### config.mk
export PLATFORM = sky130hd
export DESIGN_NAME = fsm_table_ctrl
export DESIGN_NICKNAME = d
export VERILOG_FILES = /design/src/rtl/fsm_table_ctrl.sv
export SDC_FILE = /design/constraint.sdc
export NUM_CORES = 1
export LEC_CHECK = 0
export ABC_AREA = 1
export BUFFER_PORTS_ARGS = -buffer_cell sky130_fd_sc_hd__buf_4
export CORE_MARGIN = 10
export CORE_UTILIZATION = 56
export CTS_BUF_LIST = sky130_fd_sc_hd__clkbuf_4
export DETAILED_ROUTE_END_ITERATION = 8
export PLACE_DENSITY = 0.81
export SYNTH_ARGS = -nofsm -noshare
export SYNTH_HDL_FRONTEND = slang
export SYNTH_SLANG_ARGS = --single-unit
### constraint.sdc
create_clock -name clk -period 2.23 [get_ports clk]
set_clock_uncertainty 0.2 [all_clocks]
set_input_delay 0.5575 -clock clk [delete_from_list [all_inputs] [get_ports clk]]
set_output_delay 0.5575 -clock clk [all_outputs]
set_load 0.02 [all_outputs]
### src/rtl/fsm_table_ctrl.sv
// fsm_table_ctrl: runtime-programmable, table-driven Mealy sequence detector.
// A host loads the {done, ns} table indexed by {sin, cs} through a valid/ready
// port, then starts detection; each qualified serial sample walks the table
// and a registered done pulse marks every match.
// Optional feature: define FSM_TABLE_MATCH_CNT_EN to build the saturating
// match counter; otherwise match_cnt is tied to 0.
module fsm_table_ctrl #(
    parameter int S_W       = 2,
    parameter int CNT_W     = 16,
    parameter int RST_STATE = 0
) (
    input  logic             clk,
    input  logic             rst,
    input  logic             cfg_valid,
    output logic             cfg_ready,
    input  logic [S_W:0]     cfg_addr,
    input  logic [S_W:0]     cfg_data,
    input  logic             cfg_last,
    input  logic             run_start,
    input  logic             run_stop,
    input  logic             sin_valid,
    input  logic             sin,
    output logic             done,
    output logic [S_W-1:0]   cs_out,
    output logic             running,
    output logic             table_ok,
    output logic             cfg_err,
    output logic [CNT_W-1:0] match_cnt
);

    localparam int E_W = S_W + 1;
    localparam int N   = 1 << E_W;
    localparam logic [S_W-1:0] RST_CS = S_W'(RST_STATE);

    typedef enum logic [1:0] {
        IDLE = 2'd0,
        LOAD = 2'd1,
        RUN  = 2'd2
    } state_t;

    state_t         state;
    state_t         state_nxt;
    logic [E_W-1:0] tbl [N];
    logic [N-1:0]   written;
    logic [N-1:0]   written_nxt;
    logic [N-1:0]   wr_mask;
    logic           table_ok_nxt;
    logic           cfg_err_nxt;
    logic           run_enter;
    logic           wr_en;
    logic           sample_en;
    logic [E_W-1:0] entry;
    logic [S_W-1:0] cs;

    // Writes are only accepted outside RUN, so the table never changes under the detector.
    assign cfg_ready = (state != RUN);
    assign wr_en     = cfg_valid && cfg_ready;
    assign wr_mask   = N'(1) << cfg_addr;
    assign running   = (state == RUN);
    assign sample_en = running && sin_valid;
    assign entry     = tbl[{sin, cs}];
    assign cs_out    = cs;

    // Controller state register.
    always_ff @(posedge clk) begin
        if (rst) begin
            state <= IDLE;
        end else begin
            state <= state_nxt;
        end
    end

    // Next-state and control decisions; an accepted write takes priority over run_start.
    always_comb begin
        state_nxt    = state;
        written_nxt  = written;
        table_ok_nxt = table_ok;
        cfg_err_nxt  = 1'b0;
        run_enter    = 1'b0;
        case (state)
            IDLE: begin
                if (wr_en) begin
                    state_nxt    = LOAD;
                    table_ok_nxt = 1'b0;
                    written_nxt  = wr_mask;
                end else if (run_start) begin
                    if (table_ok) begin
                        state_nxt = RUN;
                        run_enter = 1'b1;
                    end else begin
                        cfg_err_nxt = 1'b1;
                    end
                end
            end
            LOAD: begin
                if (wr_en) begin
                    written_nxt = written | wr_mask;
                end
            end
            RUN: begin
                if (run_stop) begin
                    state_nxt = IDLE;
                end
            end
            default: state_nxt = IDLE;
        endcase
        // The final write closes the load and judges completeness including itself.
        if (wr_en && cfg_last) begin
            state_nxt = IDLE;
            if (&written_nxt) begin
                table_ok_nxt = 1'b1;
            end else begin
                cfg_err_nxt = 1'b1;
            end
        end
    end

    // Load bookkeeping: written bitmap, table_ok flag and the one-cycle error pulse.
    always_ff @(posedge clk) begin
        if (rst) begin
            written  <= '0;
            table_ok <= 1'b0;
            cfg_err  <= 1'b0;
        end else begin
            written  <= written_nxt;
            table_ok <= table_ok_nxt;
            cfg_err  <= cfg_err_nxt;
        end
    end

    // Table RAM: contents survive reset, only the bitmap tracks validity.
    always_ff @(posedge clk) begin
        if (wr_en && !rst) begin
            tbl[cfg_addr] <= cfg_data;
        end
    end

    // Detector: one table step per qualified sample, state reloaded on RUN entry.
    always_ff @(posedge clk) begin
        if (rst) begin
            cs   <= RST_CS;
            done <= 1'b0;
        end else if (run_enter) begin
            cs   <= RST_CS;
            done <= 1'b0;
        end else if (sample_en) begin
            cs   <= entry[S_W-1:0];
            done <= entry[S_W];
        end else begin
            done <= 1'b0;
        end
    end

`ifdef FSM_TABLE_MATCH_CNT_EN
    // Saturating increment: holds at all-ones instead of wrapping.
    function automatic logic [CNT_W-1:0] sat_inc(input logic [CNT_W-1:0] v);
        if (&v) begin
            return v;
        end
        return v + CNT_W'(1);
    endfunction

    logic [CNT_W-1:0] cnt;

    // Match counter, cleared on reset and on every entry into RUN.
    always_ff @(posedge clk) begin
        if (rst || run_enter) begin
            cnt <= '0;
        end else if (sample_en && entry[S_W]) begin
            cnt <= sat_inc(cnt);
        end
    end

    assign match_cnt = cnt;
`else
    assign match_cnt = '0;
`endif

endmodule

=== Yosys cells after proc, flatten, opt, wreduce, memory -nomap -nowiden ===
Memory sizes are Yosys's and may differ from the RTL's.
Cells that the tools add are included.

* Memories kept: 1
* Logic and storage cells: 52
* Bits in writable memories: 24
* Flip-flop bits (word level): 15
* Input port bits: 14
* Output and inout bits: 23

* Equal/unequal tests: 6
* Multiplexer cells: 24
* Reduce and logical (&&, ||, !) cells: 11
* Bitwise logic cells: 3
* Shift operators: 1

{| class="wikitable"
|+ Memory list
! name !! depth !! width !! rd ports !! clocked after Yosys merged registers in !! write ports !! line !! RTL
|-
| tbl || 8 || 3 || 1 || 0 || 1 || 43 || <nowiki>logic [E_W-1:0] tbl [N];</nowiki>
|}

{| class="wikitable"
|+ Operator list
! cell !! count
|-
| $mux 1 || 16
|-
| $mux 8 || 2
|-
| $pmux 8 s2 || 1
|-
| $mux 2 || 4
|-
| $or 8x8->8 || 1
|-
| $reduce_and 8->1 || 1
|-
| $shl 1x3->8 const A || 1
|-
| $ne 3x3->1 const B || 2
|-
| $pmux 2 s3 || 1
|-
| $logic_and 1x1->1 || 4
|-
| $ne 2x2->1 const B || 2
|-
| $reduce_and 4->1 || 1
|-
| $reduce_or 2->1 || 2
|-
| $reduce_or 3->1 || 1
|-
| $eq 2x1->1 const B || 1
|-
| $eq 2x2->1 const B || 1
|-
| $logic_not 2->1 || 1
|-
| $not 1->1 || 2
|-
| $logic_not 1->1 || 1
|}

=== Longest topological paths before layout ===
* Word-level depth: 7
* Mapped depth: 10
* Gate-level depth less buffers: 9

=== Worst setup path before layout ===
No wires, ideal clock.

* Path kind: input to register
* From: in cfg_valid
* To: mem tbl[1][0] (netlist bit) (enable)
* Path buffers: 0
* Stages on the path: 4
* Arrival: 1.231 ns
* Library setup time: 0.371 ns
* Data required time: 1.659 ns
* Setup slack: 0.428 ns
* Cell sequence: inv_2 > nor2_1 > nand2_1 > nor4_1

* Word-level cells in the longest chain between the ends: 4

{| class="wikitable"
|+ RTL lines
! what !! line !! RTL
|-
| start: declaration || 14 || <nowiki>input logic cfg_valid,</nowiki>
|-
| $logic_and 1x1->1 || 57 || <nowiki>assign wr_en = cfg_valid && cfg_ready;</nowiki>
|-
| $logic_and 1x1->1 || 133 || <nowiki>if (wr_en && !rst) begin</nowiki>
|-
| $mux 1 || 133 ||
|-
| $mux 1 (not written as such) || 134 || <nowiki>tbl[cfg_addr] <= cfg_data;</nowiki>
|-
| end: declaration || 43 ||
|}

No other way between the ends.

=== Final worst setup path ===
* From: reg state[1]
* To: out cfg_ready

* Word-level cells in the longest chain between the ends: 1

{| class="wikitable"
|+ RTL lines
! what !! line !! RTL
|-
| start: declaration || 41 || <nowiki>state_t state;</nowiki>
|-
| start signal: assignment || 69 || <nowiki>state <= state_nxt;</nowiki>
|-
| $ne 2x2->1 || 56 || <nowiki>assign cfg_ready = (state != RUN);</nowiki>
|-
| end: declaration || 15 || <nowiki>output logic cfg_ready,</nowiki>
|}

No other way between the ends.

==> out/summary.txt <==
Outcome - finished, final reports clean
Final critical-path setup slack - 0.237 ns
Skew-Pair Late Insertion Delay - 0.34 ns
Ys async rst share - 0
Non-Filler Cell Area, Final - 2050 µm²
Worst-path fanout max - 4
Initial antenna violation count - 0
R2R Path End - tbl[5][1]
Hold Path Cell Cnt - 2
Max Cap Viol - 0
CTS tree - done
Final setup fails - 0
Sum Neg Setup Slack - 0 ns
Slew HR - 0.599
# DRC - 0
Htree depth - 2
WL per Instance - 13.9 µm
Setup Crit Path Kind - reg2out
# port buffers - 20
Total iterations of the first detailed-routing run - 4
Top-count cell post-synth - nand2_1
First-pass GRT wire length - 6210 µm
Post-DP HPWL - 2690 µm
Fin. Hold Viols - 0
Via density per instance - 5.17
Total GRT Usage - 0.130
Layout cells sized above 1 - 0.209
Place WS - 0.118 ns
Worst EP arrival - 1.24 ns
Vias in the first global route - 1385
DP Area - 1970 µm²
Hold Crit Class - in2reg
Commonest cells post-synth - nand2_1 (49), edfxtp_1 (24), buf_4 (19)
ANT nets after route - 0
Mean Syn Cell Area - 9.23 µm²
Worst R2R Path Depth - 7
Worst r2r src - state[1]
PwrDens - 659 nW/µm²
Top cells by area, synth - edfxtp_1 (40%), dfxtp_1 (17%), nand2_1 (10%)
Peak supply drop - 409 µV
Total gr overflow - 0
RSZ-0062 raised after global routing - no
Worst Hold End - table_ok
Max Fclk - 0.502 GHz
I/O pin total - 37
Routed vias - 1391
EDFF count, synth - 24
Worst setup SP type - register
Syn Inst Count - 197
Hold_buf cts - 0
CP Capture Type - output pin
Ys flop type - edfxtp_1
Top cell type's share of synthesized area - 0.396
DRT Wirelength - 3730 µm
Post-cts sizing count - 0
Die W - 77.0 µm
Core ar. - 3080 µm²
Min Tclk post-route - 1.99 ns
Postcts setup bufs - 0
Die extent in y - 77.0 µm
Sink Count - 39
Diode count - 0
NumNets Final - 238
Critical Path RT - 1.47 ns
Synth area leader - edfxtp_1
Site row count - 20
Seq/Total Area, Yosys - 0.562
Synth warn - 0
Clock Path Buffers - 2
Final GP Congestion - 0.852
Largest net degree at the start of global routing - 13
Cts bufs inserted - 5
Synthesis-stage register bit count - 39
Slew at the pin with the worst max-slew slack - 0.596 ns
Area of the mapped netlist - 1820 µm²
Initial Util - 0.591
Die area - 5930 µm²
Root buffer cell - clkbuf_4
Synth unique cells - 27
Clock transition at path regs - 0.11 ns
Worst hold start - rst
Leakage Power - 0.836 nW
R2R Setup Slk - 0.27 ns
Final period utilization - 0.894
DRT iter0 DRCs - 146
Area Growth Syn to Fin - 12.7%
Max-slew violation count - 0
## where the power goes
group / internal (W) / switching [W] / total (W)
Combinational: 0.0000340 / 0.0000844 / 0.000118
Sequential: 0.000775 / 0.00000440 / 0.000780
Clock: 0.000230 / 0.000222 / 0.000452
## per-stage QoR
step / hold WS (ns) / power, W / cells / util
2_1_floorplan: 0.248 / 0.000893 / 212 / -
3_5_place_dp: 0.264 / 0.000911 / 261 / 0.641
5_1_grt: 0.228 / 0.00141 / 269 / 0.666
6_report: 0.242 / 0.00135 / 269 / 0.666
3_3_place_gp: 0.259 / 0.000909 / 261 / 0.641
4_1_cts: 0.241 / 0.00135 / 269 / 0.666
## final cells by class
| type | instances | area (µm²) |
|---|---|---|
| well taps | 44 | 55.1 |
| clock buffers | 5 | 37.5 |
| flip-flops and latches | 39 | 1020 |
| inverters | 13 | 48.8 |
| fillers | 262 | 1030 |
| repair buffers | 26 | 195 |
| multi-input cells | 139 | 653 |
| clock inverters | 3 | 38.8 |
## state kept, by name (all words and copies together), names as in the netlist
name,flops
written,8
cs_out,2
done,1
cfg_err,1
table_ok,1
tbl,24
state,2
## worst max-delay path by stage
stage	from	to	slack [ns]	cells past startpoint
after global routing	state[1]	cfg_ready	0.13	4
after floorplan	cfg_valid	tbl[1][0]	0.43	4
after CTS	state[1]	cfg_ready	0.23	4
after detailed placement	cfg_valid	tbl[5][1]	0.12	7
after global placement	cfg_valid	tbl[5][0]	0.14	7
final	state[1]	cfg_ready	0.24	4
## layout by cell type, fill, tap and decap left out, drive strengths merged
| master | n |
|---|---|
| a21oi | 11 |
| a221oi | 2 |
| buf | 26 |
| bufinv | 1 |
| clkbuf | 5 |
| clkinv | 4 |
| conb | 16 |
| dfxtp | 15 |
| edfxtp | 24 |
| inv | 11 |
| nand2 | 51 |
| nand3 | 17 |
| nand3b | 1 |
| nor2 | 23 |
| nor3 | 4 |
| nor4 | 5 |
| o21ai | 6 |
| o221ai | 1 |
| o22ai | 1 |
| or2 | 1 |
## critical path, stage by stage (launching register included)
cell and delay [ns]:
dfxtp_1 0.47, inv_2 0.08, nor2_4 0.14, inv_2 0.04, buf_4 0.15
## cells by family (layout without fill, tap and decap cells)
| family | after synthesis | count (layout) | share of synthesized area |
|---|---|---|---|
| and+or+nand+nor | 102 | 102 | 0.256 |
| DFF | 39 | 39 | 0.562 |
| buffers and inverters | 34 | 47 | 0.110 |
| AOI/OAI and AO/OA | 21 | 21 | 0.0702 |
| other | 1 | 16 | 0.00206 |
## metal layers
| metal | up-vias | GRT usage | part of all wire |
|---|---|---|---|
| li1 | 688 | - | - |
| met1 | 624 | 0.147 | 0.41 |
| met2 | 71 | 0.196 | 0.44 |
| met3 | 8 | 0.0723 | 0.13 |
| met4 | 0 | 0.0584 | 0.018 |
| met5 | - | 0 | 0 |
Power figures use the tool's default switching activity.
